===== src/rtl/bus_grant_arbiter.sv =====
// Round-robin CPU bus arbiter: registered one-hot grant plus bus-select index, one dead cycle between owners.
// Optional ownership timeout is built when BUS_ARB_TIMEOUT_EN is defined.
module bus_grant_arbiter #(
  parameter int NUM_REQ = 24,
  parameter int TIMEOUT = 16
) (
  input  logic               i_clk,
  input  logic               i_clr_n,
  input  logic [NUM_REQ-1:0] i_req,
  input  logic               i_release,
  input  logic               i_lock,
  output logic [31:0]        o_grant,
  output logic [4:0]         o_bus_sel,
  output logic               o_busy,
  output logic               o_timeout_err
);

  typedef enum logic [1:0] {
    ST_IDLE = 2'd0,
    ST_OWN  = 2'd1,
    ST_TURN = 2'd2
  } state_t;

  localparam logic [4:0] SEL_IDLE = 5'd31;

  state_t      r_state, w_state_nxt;
  logic [31:0] r_grant, w_grant_nxt;
  logic [4:0]  r_bus_sel, w_sel_nxt;
  logic [4:0]  r_ptr, w_ptr_nxt;
  logic        r_to_err;

  logic [31:0] w_req32;
  logic        w_found;
  logic [4:0]  w_win;
  logic        w_timeout;
  logic        w_owner_done;

  always_comb begin
    w_req32 = '0;
    w_req32[NUM_REQ-1:0] = i_req;
  end

  // Scan from ptr+1 upward, wrapping at NUM_REQ; the first set request wins.
  always_comb begin
    logic [5:0] idx;
    w_found = 1'b0;
    w_win   = '0;
    idx     = '0;
    for (int i = 1; i <= NUM_REQ; i++) begin
      idx = {1'b0, r_ptr} + 6'(i);
      if (idx >= 6'(NUM_REQ)) idx = idx - 6'(NUM_REQ);
      if (!w_found && w_req32[idx[4:0]]) begin
        w_found = 1'b1;
        w_win   = idx[4:0];
      end
    end
  end

`ifdef BUS_ARB_TIMEOUT_EN
  localparam int CNT_W = $clog2(TIMEOUT) + 1;

  logic [CNT_W-1:0] r_cnt, w_cnt_nxt;

  assign w_timeout = (r_state == ST_OWN) && !i_lock &&
                     (r_cnt == CNT_W'(TIMEOUT - 1));

  // Counter sits at zero outside OWN, so it is already clear on entry.
  always_comb begin
    w_cnt_nxt = r_cnt;
    if (r_state != ST_OWN)
      w_cnt_nxt = '0;
    else if (!i_lock)
      w_cnt_nxt = r_cnt + CNT_W'(1);
  end

  always_ff @(posedge i_clk or negedge i_clr_n) begin
    if (!i_clr_n)
      r_cnt <= '0;
    else
      r_cnt <= w_cnt_nxt;
  end
`else
  logic [1:0] w_unused_cfg;
  assign w_unused_cfg = {i_lock, TIMEOUT[0]};
  assign w_timeout    = 1'b0;
`endif

  assign w_owner_done = i_release || !w_req32[r_bus_sel] || w_timeout;

  always_comb begin
    w_state_nxt = r_state;
    w_grant_nxt = r_grant;
    w_sel_nxt   = r_bus_sel;
    w_ptr_nxt   = r_ptr;
    case (r_state)
      ST_IDLE, ST_TURN: begin
        if (w_found) begin
          w_state_nxt = ST_OWN;
          w_grant_nxt = 32'd1 << w_win;
          w_sel_nxt   = w_win;
          w_ptr_nxt   = w_win;
        end else begin
          w_state_nxt = ST_IDLE;
          w_grant_nxt = '0;
          w_sel_nxt   = SEL_IDLE;
        end
      end
      ST_OWN: begin
        // Other requesters are not considered here; they compete in TURN.
        if (w_owner_done) begin
          w_state_nxt = ST_TURN;
          w_grant_nxt = '0;
          w_sel_nxt   = SEL_IDLE;
        end
      end
      default: begin
        w_state_nxt = ST_IDLE;
        w_grant_nxt = '0;
        w_sel_nxt   = SEL_IDLE;
      end
    endcase
  end

  always_ff @(posedge i_clk or negedge i_clr_n) begin
    if (!i_clr_n) begin
      r_state   <= ST_IDLE;
      r_grant   <= '0;
      r_bus_sel <= SEL_IDLE;
      r_ptr     <= 5'(NUM_REQ - 1);
      r_to_err  <= 1'b0;
    end else begin
      r_state   <= w_state_nxt;
      r_grant   <= w_grant_nxt;
      r_bus_sel <= w_sel_nxt;
      r_ptr     <= w_ptr_nxt;
      r_to_err  <= w_timeout;
    end
  end

  assign o_grant       = r_grant;
  assign o_bus_sel     = r_bus_sel;
  assign o_busy        = (r_state == ST_OWN);
  assign o_timeout_err = r_to_err;

endmodule


===== config.mk =====
export PLATFORM = sky130hd
export DESIGN_NAME = bus_grant_arbiter
export DESIGN_NICKNAME = d
export VERILOG_FILES = /design/src/rtl/bus_grant_arbiter.sv
export SDC_FILE = /design/constraint.sdc
export NUM_CORES = 1
export LEC_CHECK = 0
export CORE_ASPECT_RATIO = 1.25
export CORE_MARGIN = 3
export CORE_UTILIZATION = 44
export DETAILED_ROUTE_END_ITERATION = 6
export GPL_TIMING_DRIVEN = 0
export HOLD_SLACK_MARGIN = 0.08
export PLACE_DENSITY = 0.72
export SYNTH_ARGS = -nofsm -noshare
export SYNTH_HDL_FRONTEND = slang
export SYNTH_SLANG_ARGS = --single-unit
export TNS_END_PERCENT = 100

===== constraint.sdc =====
create_clock -name i_clk -period 8.3 [get_ports i_clk]
set_input_delay 0.83 -clock i_clk [delete_from_list [all_inputs] [get_ports i_clk]]
set_output_delay 0.83 -clock i_clk [all_outputs]
set_load 0.1 [all_outputs]

# Word-level counts from Yosys, hierarchy flattened
# Cells that the tools add are included.
# totals
out_inout_bits	39
reg_bits	44
elab_cells	287
input_bits	28
# op_classes
n_reduce_logical	51
eq_ne	3
add_sub_neg	48
n_lt_le_gt_ge	49
n_shift	1
mux	131
# op_table
op	count
5-bit two-way mux	50
5-bit by 6-bit < comparator with 1-bit output (second input constant)	25
6-bit by 5-bit >= comparator with 1-bit output (second input constant)	24
1-bit binary-select mux with 5-bit select	25
5-bit subtractor (second input constant)	24
32-bit two-way mux	2
32-bit case mux with 2 select lines	1
5-bit by 5-bit adder with 6-bit output (second input constant)	9
1-bit two-way mux	50
5-bit by 4-bit adder with 6-bit output (second input constant)	8
1-bit by 5-bit << shifter with 32-bit output (first input constant)	1
5-bit by 3-bit adder with 6-bit output (second input constant)	4
1-bit logical NOT	24
1-bit logical AND	23
5-bit by 2-bit adder with 6-bit output (second input constant)	2
5-bit case mux with 2 select lines	1
5-bit by 1-bit adder with 6-bit output (second input constant)	1
2-bit case mux with 2 select lines	1
2-bit by 1-bit equality test with 1-bit output (second input constant)	1
2-bit equality test (second input constant)	1
2-bit logical NOT	1
2-bit two-way mux	1
2-bit by 1-bit inequality test with 1-bit output (second input constant)	1
2-bit AND reduction	1
2 further kinds	2

# Longest topological paths before layout
# Gate-level depths: netlist (run 1).
# logic_depth
depth_word	78
depth_mapped	24
mapped_depth_nobuf	18

# Worst setup path before layout (run 1)
# No wires, ideal clock.
# synth_path
path_kind	register to register
start	reg r_ptr[2]
end	reg r_grant[17] (netlist: o_grant[17])
setup_ns	0.104
path_buffers	6
arrival_time_ns	5.632
required_ns	8.196
path_slack_ns	2.564
period_less_slack_ns	5.736
path_stages_with_launch	25
path_cell_list	dfstp_2 > buf_2 > buf_2 > buf_1 > inv_1 > ha_1 > nand2b_1 > xnor2_1 > inv_1 > ha_1 > nand3b_1 > and3_1 > a21oi_1 > o2111a_1 > or4_1 > buf_2 > or4_1 > or4_1 > buf_2 > a21oi_1 > o21bai_1 > o22ai_1 > or2_1 > buf_2 > o41ai_2
# synth_via
elab_chain_cells	78
elab_cells_between_ends	241
classes_between	add/sub (48); order compare (24); shift (1); mux (122); reduce/logical (46)
# synth_lines
element	line	source
from (decl)	29	logic [4:0] r_ptr, w_ptr_nxt;
from (signal assigned)	129	r_ptr <= 5'(NUM_REQ - 1);
from (signal assigned)	135	r_ptr <= w_ptr_nxt;
5-bit by 1-bit adder with 6-bit output	50	idx = {1'b0, r_ptr} + 6'(i);
5-bit subtractor / 6-bit by 5-bit >= comparator with 1-bit output (equally long branches)	51	if (idx >= 6'(NUM_REQ)) idx = idx - 6'(NUM_REQ);
5-bit two-way mux	51	
1-bit binary-select mux with 5-bit select	52	if (!w_found && w_req32[idx[4:0]]) begin
1-bit two-way mux (implied by the code)	52	
1-bit two-way mux	52	
1-bit logical NOT	52	
1-bit logical AND	52	
[... 62 more ...]	-	
1-bit logical AND	52	
1-bit two-way mux	52	
1-bit logical NOT	52	
1-bit logical AND	52	
5-bit two-way mux	52	
1-bit by 5-bit << shifter with 32-bit output	99	w_grant_nxt = 32'd1 << w_win;
32-bit two-way mux (*)	97	if (w_found) begin
32-bit case mux with 2 select lines (*)	95	case (r_state)
to (signal assigned)	133	r_grant <= w_grant_nxt;
to (decl)	27	logic [31:0] r_grant, w_grant_nxt;
# Every way passes the cells marked *; elsewhere a longest branch is shown, timed or not. The select of a mux whose other input is x is not followed.
# A chain may end at the register's enable or synchronous reset.

# Worst setup path in the final report (run 1)
# layout_path
start	reg r_ptr[2]
end	reg r_grant[2] (netlist: o_grant[2])
# Same word-level chain as after synthesis.

==> impl_metrics.yaml, run 1 <==
worst_setup_path:
  crit_fanout: 10
  worst_ep_arrival_time_ns: 8.08
  rr_endpoint: "o_grant[2]"
  cp_data_required_time_ns: 8.48
  cp-end-kind: "flip-flop"
  r2r_setup_slack_ns: 0.41
  crit_type: "reg -> reg"
  worst_setup_path_start_kind: "flip-flop"
  rr_worst_depth: 18
  rr_startpoint: "r_ptr[2]"
floorplanning:
  fp.dieArea_mm2: 0.01958
  die_height_um: 155.7
  rows: 54
  start_util_pct: 45.07
  fp.dieW_um: 125.8
  io_pins: 67
  coreArea_mm2: 0.01750
sta:
  hold_slack_ns: 0.3471
  worst_pin_slew_ns: 1.583
  skew_ns: 0.005422
  min_period_over_period_pct: 95.10
  fin_setup_tns_ns: 0
  worst_slack_ns: 0.4070
  fin_crit_ns: 7.893
  rsz0062_at_grt: "no"
  slew_viol_final: 9
  max-slew-margin-rel_pct: -6.224
  hold_violations: 0
  final-setup-viol-count: 0
  fmax_mhz: 126.7
cts:
  tritoncts: "yes"
  insertion_delay_ns: 0.28
  cts.clk_slew.worst_paths_ns: 0.06
  cts_buffer_depth: 2
  root_buffer: "clkbuf_16"
  hold_buffers: 0
  numCtsBuffers: 5
  cts_resized: 0
  htreeDepth: 2
  post_cts_buffers: 0
  clock_sinks: 44
cells_and_area:
  fillCellCount: 1693
  mostFrequentLayoutCell: "nand2_1"
  nets: 1109
  multi_input_area_mm2: 0.006409
  final_util_pct: 51.38
  final_cell_mix: "nand2_1 (78), a21oi_1 (71), nor2_1 (67)"
  diodes: 0
  drive_gt1_share_pct: 12.38
  area_growth_pct: 13.99
  seq_area_mm2: 0.001112
routing:
  first_pass_iters: 5
  drt_iter0_drc: 1066
  wire_per_inst_um: 25.02
  drtAntennaViolNets: 0
  drc_errors: 0
  post_drt_via_cell_ratio: 6.973
  vias: 8939
  drt-total-wl_mm: 32.08
synth:
  ys_top_cells_by_area: "dfrtp_1 (11%), mux4_2 (9.4%), mux2i_1 (8.0%)"
  yosysTopAreaCell: "dfrtp_1"
  synth_nets: 1037
  syn_area_per_cell_um2: 8.008
  synth_area_mm2: 0.007888
  synth_top_area_share_pct: 11.10
  seq_area_frac_synth_pct: 14.10
  synth_seq_cells: 44
  syn_inst: 985
  ys_async_sr_fraction_pct: 100.0
  synthFlopType: "dfrtp_1"
  synth_cell_type_count: 95
  synth_enable_flop_cells: 0
  synth_warnings: 0
global_routing:
  grt_pass1_wl_mm: 48.20
  antenna_found_initial: 0
  grt_pass1_vias: 8593
  track_usage_pct: 31.22
  grt-ovfl-total: 0
  grt_max_degree: 42
placed_design:
  place_hpwl_mm: 25.07
  dp_slack_ns: 0.7226
  place_congestion: 1.068
  io_buffers: 64
run_status:
  violations: "max-capacitance violations, max-slew violations"
  status: "finished with violations"
min_path:
  hp-class: "in -> async"
run:
  cap_viol_max_count: 1
==> routing by layer <==
layer  routed length, um  GRT usage [%]
met5                   0              0
met4                2554          21.00
met3                2845          4.692
met2               14570          51.12
met1               12110          38.08
==> through the flow <==
stage	cell area, um^2	std cells
after floorplan	7888	985
after global placement	8808	1273
after detailed placement	8823	1274
after CTS	8991	1282
after global routing	8991	1282
final	8991	1282
==> flip-flops by register name, summed over array words and instances, names as in the netlist <==
| signal | flops |
|---|---|
| o_grant | 32 |
| r_state | 2 |
| o_bus_sel | 5 |
| r_ptr | 5 |
==> critical path: stages (launching register included) <==
cell and delay [ns]:
dfstp_2 0.68, buf_2 0.21, buf_2 0.28, buf_1 0.51
inv_1 0.43, ha_1 0.60, clkbuf_1 0.68, inv_1 0.36
mux4_2 0.46, a221oi_1 0.14, a21o_1 0.26, nor4_2 0.65
nand4_1 0.23, nor4_1 0.45, nand3_1 0.36, a2bb2oi_1 0.27
o2bb2ai_2 0.50, o211ai_2 0.37, o31ai_1 0.32
==> worst max path at each step <==
stage,endpoint,start,slack (ns)
2_1_floorplan,o_grant[17],r_ptr[2],2.56
3_3_place_gp,o_grant[2],r_ptr[2],0.83
3_5_place_dp,o_grant[2],r_ptr[2],0.72
4_1_cts,o_grant[2],r_ptr[2],0.66
5_1_grt,o_grant[4],r_ptr[2],0.28
6_report,o_grant[2],r_ptr[2],0.41
==> cell usage after synthesis, types with 10 or more instances <==
cell type and instances:
nand2b_1 13, clkbuf_1 29, o21ai_0 41, a211oi_1 15, buf_2 17, a21oi_1 71
a31oi_1 19, nand3b_1 10, nand4_1 16, mux2i_1 63, mux2_2 10, and2_1 22
or3_1 13, mux4_2 33, xnor2_1 28, o22ai_1 16, or2_2 11, nand3_1 36
ha_1 24, nor2_1 67, nor3_1 35, a21o_1 13, inv_1 21, a211o_1 10
dfrtp_1 35, o21a_1 11, o31ai_1 19, nor4_1 10, nand2_1 78
==> logic make-up (layout without fill, tap and decap cells) <==
group                      Yosys count  in the layout  share of synthesized area [%]
DFF                                 44             44                          14.10
muxes                              110            110                          19.46
AOI/OAI and AO/OA                  324            324                          29.43
other                                1              1                        0.04754
xor gates and xnor gates            33             33                          3.760
buffers and inverters               83            156                          4.648
and+or+nand+nor                    366            366                          24.75
adders and majority gates           24             24                          3.807
==> layout make-up <==
cell class,count,area share [%]
Sequential cell,44,12.37
Buffer,57,2.992
Clock buffer,5,1.392
Tap cell,224,3.117
Multi-Input combinational cell,858,71.28
Timing Repair Buffer,65,7.292
Inverter,26,1.085
Clock inverter,3,0.4731
Power of run 1 is not shown: default switching activity piles up to over one toggle a cycle in this logic, so the estimate is an artifact.
==> run 2: changes to the inputs <==
Settings changed: CORE_ASPECT_RATIO 1.25 to unset.
==> run 2 against run 1 <==
The run now ends clean. Wire length up 2.6%. Die area barely moved. Critical endpoint is now o_grant[3]. Setup slack improved by 0.092 ns. Core utilization grew 0.35 points. Hold slack improved by 0.035 ns. Global-route usage up 0.91 points. Fmax up 1.2%. Register-to-register slack gained 0.09 ns.
==> impl_metrics.yaml, run 2 (synthesized netlist as in run 1, its figures left out) <==
run_status:
  status: "finished, final reports clean"
worst_setup_path:
  crit_fanout: 10
  crit_type: "reg -> reg"
  r2r_setup_slack_ns: 0.50
  cp_data_required_time_ns: 8.48
  worst_ep_arrival_time_ns: 7.98
  cp-end-kind: "flip-flop"
  worst_setup_path_start_kind: "flip-flop"
  rr_worst_depth: 18
  rr_endpoint: "o_grant[3]"
  rr_startpoint: "r_ptr[2]"
global_routing:
  antenna_found_initial: 2
  grt-ovfl-total: 0
  track_usage_pct: 32.13
  grt_pass1_vias: 8477
  grt_max_degree: 39
  grt_pass1_wl_mm: 49.91
sta:
  fmax_mhz: 128.2
  max-slew-margin-rel_pct: 18.14
  min_period_over_period_pct: 93.99
  fin_setup_tns_ns: 0
  slew_viol_final: 0
  final-setup-viol-count: 0
  skew_ns: 0.007176
  hold_violations: 0
  rsz0062_at_grt: "no"
  fin_crit_ns: 7.801
  worst_pin_slew_ns: 1.218
cells_and_area:
  area_growth_pct: 14.23
  nets: 1110
  mostFrequentLayoutCell: "nand2_1"
  final_cell_mix: "nand2_1 (78), a21oi_1 (71), nor2_1 (67)"
  fillCellCount: 1679
  largest_reg_flops: 32
  multi_input_area_mm2: 0.006415
  seq_area_mm2: 0.001112
  drive_gt1_share_pct: 12.65
routing:
  vias: 9057
  drt_iter0_drc: 1158
  wire_per_inst_um: 25.61
  drc_errors: 0
  post_drt_via_cell_ratio: 7.048
  first_pass_iters: 6
  drtAntennaViolNets: 0
  drt-total-wl_mm: 32.91
cts:
  post_cts_buffers: 0
  clock_sinks: 44
  tritoncts: "yes"
  htreeDepth: 2
  cts.clk_slew.worst_paths_ns: 0.06
  root_buffer: "clkbuf_16"
  cts_resized: 0
  hold_buffers: 0
  cts_buffer_depth: 2
  numCtsBuffers: 5
  insertion_delay_ns: 0.28
placed_design:
  place_congestion: 1.043
  place_hpwl_mm: 25.62
  io_buffers: 64
floorplanning:
  rows: 48
  die_height_um: 139.9
  fp.dieArea_mm2: 0.01957
  start_util_pct: 45.29
  io_pins: 67
  coreArea_mm2: 0.01742
  fp.dieW_um: 139.9
min_path:
  hp-class: "in -> async"
run:
  cap_viol_max_count: 0
## run 2: cell types whose count changed in the layout (fill, tap and decap cells not counted)
cell	delta
inv_6	+1
clkinvlp_4	+1
buf_2	+1
clkinv_4	-1
a311oi_1	-1
diode_2	+1
clkinv_1	-1
a311oi_2	+1
## run 2: layer usage
| layer | share of wire (%) | global-route usage [%] |
|---|---|---|
| met1 | 41 | 45.26 |
| met2 | 45 | 50.49 |
| met3 | 11 | 4.814 |
| met4 | 4.1 | 11.12 |
| met5 | 0 | 0 |
## run 2: critical path, cell delays in order (launching register included)
cell	delay, ns
dfstp_2	0.66
buf_2	0.21
buf_2	0.28
buf_1	0.50
inv_1	0.42
ha_1	0.58
clkbuf_1	0.66
inv_1	0.34
mux4_2	0.46
a221oi_1	0.14
a21o_1	0.23
nor4_2	0.75
nand4_1	0.24
nor4_1	0.43
nand3_1	0.33
a2bb2oi_1	0.27
o2bb2ai_2	0.51
o211ai_2	0.35
o31ai_1	0.31
## run 2: layout make-up
cell class / count / share of cell area (%)
Antenna cell: 1 / 0.02777
Sequential cell: 44 / 12.35
Clock buffer: 5 / 1.389
Tap cell: 225 / 3.125
Multi-Input combinational cell: 858 / 71.20
Clock inverter: 3 / 0.5138
Buffer: 57 / 2.986
Timing Repair Buffer: 66 / 7.332
Inverter: 26 / 1.083
## run 2: through the flow
| step | hold slack [ns] | cells | cell area, um^2 | setup WS [ns] | utilization, % |
|---|---|---|---|---|---|
| finish | 0.3824 | 1285 | 9010 | 0.4986 | 51.73 |
| global route | 0.3858 | 1284 | 9007 | 0.1346 | 51.72 |
| CTS | 0.3845 | 1284 | 9001 | 0.6879 | 51.68 |
| detailed placement | 0.4700 | 1276 | 8830 | 0.7371 | 50.70 |
| global placement | 0.4624 | 1274 | 8810 | 0.7050 | 50.58 |
| floorplan | 0.5344 | 985 | 7888 | 2.564 | - |
## run 2: worst max-delay path by stage
| stage | startpoint | endpoint | slack (ns) | cells after the start |
|---|---|---|---|---|
| finish | r_ptr[2] | o_grant[3] | 0.50 | 18 |
| global route | r_ptr[2] | o_grant[20] | 0.13 | 18 |
| CTS | r_ptr[2] | o_grant[20] | 0.69 | 18 |
| detailed placement | r_ptr[2] | o_grant[3] | 0.74 | 18 |
| global placement | r_ptr[2] | o_grant[0] | 0.71 | 18 |
| floorplan | r_ptr[2] | o_grant[17] | 2.56 | 24 |
Power of run 2 is left out for the same reason.
==> run 3: changes to the inputs <==
Settings changed: TNS_END_PERCENT 100 to 30.
==> results of run 3 <==
The final DEF is identical to that of run 2; final timing and power are the same.
Power of run 3 is left out for the same reason.
==> RTL change: new RTL, config.mk and constraints of run 3 <==
Change the parameter `NUM_REQ` from 24 to 12.
--- a/src/rtl/bus_grant_arbiter.sv
+++ b/src/rtl/bus_grant_arbiter.sv
@@ -2,5 +2,5 @@
 // Optional ownership timeout is built when BUS_ARB_TIMEOUT_EN is defined.
 module bus_grant_arbiter #(
-  parameter int NUM_REQ = 24,
+  parameter int NUM_REQ = 12,
   parameter int TIMEOUT = 16
 ) (
Ports: changed (resized i_req); port bits go from 67 to 55. The function was not compared with the original's and may differ.
==> RTL change against run 3 <==
Maximum frequency increased by 28%; utilization up 1.7 points; final area fell by 35%; setup slack better by 1.7 ns; via count is 45% lower; wire length down 52%; synthesized area is 37% lower; global-route usage shrank 7.6 points; sequential cell count did not move.
Power is left out: the tool's default activity adds up to more than one toggle a clock period on the data nets, which glitch-free logic cannot reach.
==> RTL change: results (changes against run 3) <==
YS warnings 0 (unchanged); H-Tree Depth 2 (unchanged); Detailed Place HPWL 12220 microns (-52%); global-route wire length before repair 25400 microns (-49%); DRT Pass-1 Iters 6 (unchanged); final weighted congestion in routability-driven placement 1.022 (-2.0%); Worst Skew 0.003515 ns (-0.003662 ns); outcome finished clean; # diodes 0 (-1); Synth cell types 84 (-12%); sequential element share of the synthesized area 22.41% (+8.3 points); vias in the first global route 4799 (-43%); Net Count, Synth 610 (-41%); Vias 4948 (-45%); share of post-route cells with drive strength above 1 13.99% (+1.3 points); Least-Margin Pin Slew 0.9905 ns (-0.2280 ns); vias per cell 6.434 (-8.7%); dpl cells 761 (-40%); worst-path fanout max 10 (unchanged); Gate Count Post-Synth 568 (-42%); top post-synthesis cells by count 52 x nand2_1, 36 x dfrtp_1, 36 x nor2_1; gr usage total 24.57% (-7.6 points); Detailed Route WL 15830 microns (-52%); largest net degree at the start of global routing 43 (+10%); PortBufs 52 (-19%); post-CTS setup buffer count 0 (unchanged); CP arrival 6.29 ns (-1.69 ns); Clock Pin Slew Worst Setup and Hold Paths 0.06 ns (about the same); top cells by area, synth dfrtp_1 18%, ha_1 6.6%, mux4_2 6.4%; DRT iter0 DRCs 588 (-49%); worst skew pair latency 0.28 ns (about the same); initial antenna violation count 0 (-2); nets 670 (-40%); FILL cells 1017 (-39%); Placement Setup Slack 2.439 ns (+1.702 ns)
RTL change: cell count changes in the layout (fill, tap and decap cells not counted), moves of 19 or more:
cell / change
nand2_1: -26
o21ai_0: -20
clkbuf_1: -21
nor3_1: -21
mux2i_1: -49
nor2_1: -31
a21oi_1: -38
nand3_1: -28
mux4_2: -19
RTL change: path summary, 6_finish.rpt:
path,startpoint,end,cells after the start,slack [ns]
max in group asynchronous,i_clr_n,r_ptr[0],2,7.49
worst max register to register,r_ptr[1],o_grant[11],17,2.23
worst max-delay path,r_ptr[1],o_grant[11],17,2.23
min in group i_clk,o_grant[13],o_grant[13],1,0.49
worst min register to register,o_grant[13],o_grant[13],1,0.49
worst min-delay path,i_clr_n,o_grant[12],1,0.34
RTL change: logic make-up (layout without fill, tap and decap cells):
| logic type | after synthesis | in the layout | synth area share [%] |
|---|---|---|---|
| xor+xnor | 27 | 27 | 5.477 |
| mux | 44 | 44 | 13.12 |
| fa+ha+maj | 26 | 26 | 6.562 |
| other cells | 1 | 1 | 0.07565 |
| simple gates | 197 | 197 | 20.62 |
| compound gates | 178 | 178 | 27.23 |
| buf+inv | 51 | 112 | 4.493 |
| flops | 44 | 44 | 22.41 |
RTL change: per-layer routing:
metal	vias up	share of wire, %	GRT usage (%)
met1	2384	43	35.19
met2	258	46	38.50
met3	36	8.3	3.935
met4	0	2.6	6.971
li1	2270	-	-
met5	-	0	0
RTL change: critical path, cell delays in order, from the launching register on:
cell and delay (ns):
dfstp_2 0.62, buf_2 0.30, buf_2 0.31, inv_1 0.18
ha_1 0.32, xor2_1 0.23, buf_2 0.24, ha_1 0.25
a211oi_1 0.47, o21ai_0 0.34, xnor2_1 0.31, a21oi_1 0.16
o31ai_1 0.70, nor3_1 0.15, a31oi_2 0.52, inv_1 0.18
a211oi_2 0.46, a32o_1 0.24
RTL change: area by class of cell:
cell class,instances,share of cell area [%]
well taps,140,2.997
inverters,26,1.670
plain buffers,25,2.140
multi-input cells,473,61.99
flip-flops and latches,44,19.01
repair buffers,53,9.161
clock inverters,2,0.6635
clock buffers,6,2.376
RTL change: per-stage QoR:
step                      instance area (sq um)  util (%)  hold WS [ns]
after floorplan                            4957         -        0.5081
after global placement                     5653     51.69        0.4679
after detailed placement                   5668     51.83        0.4698
after CTS                                  5846     53.46        0.3400
after global routing                       5846     53.46        0.3396
final                                      5846     53.46        0.3417
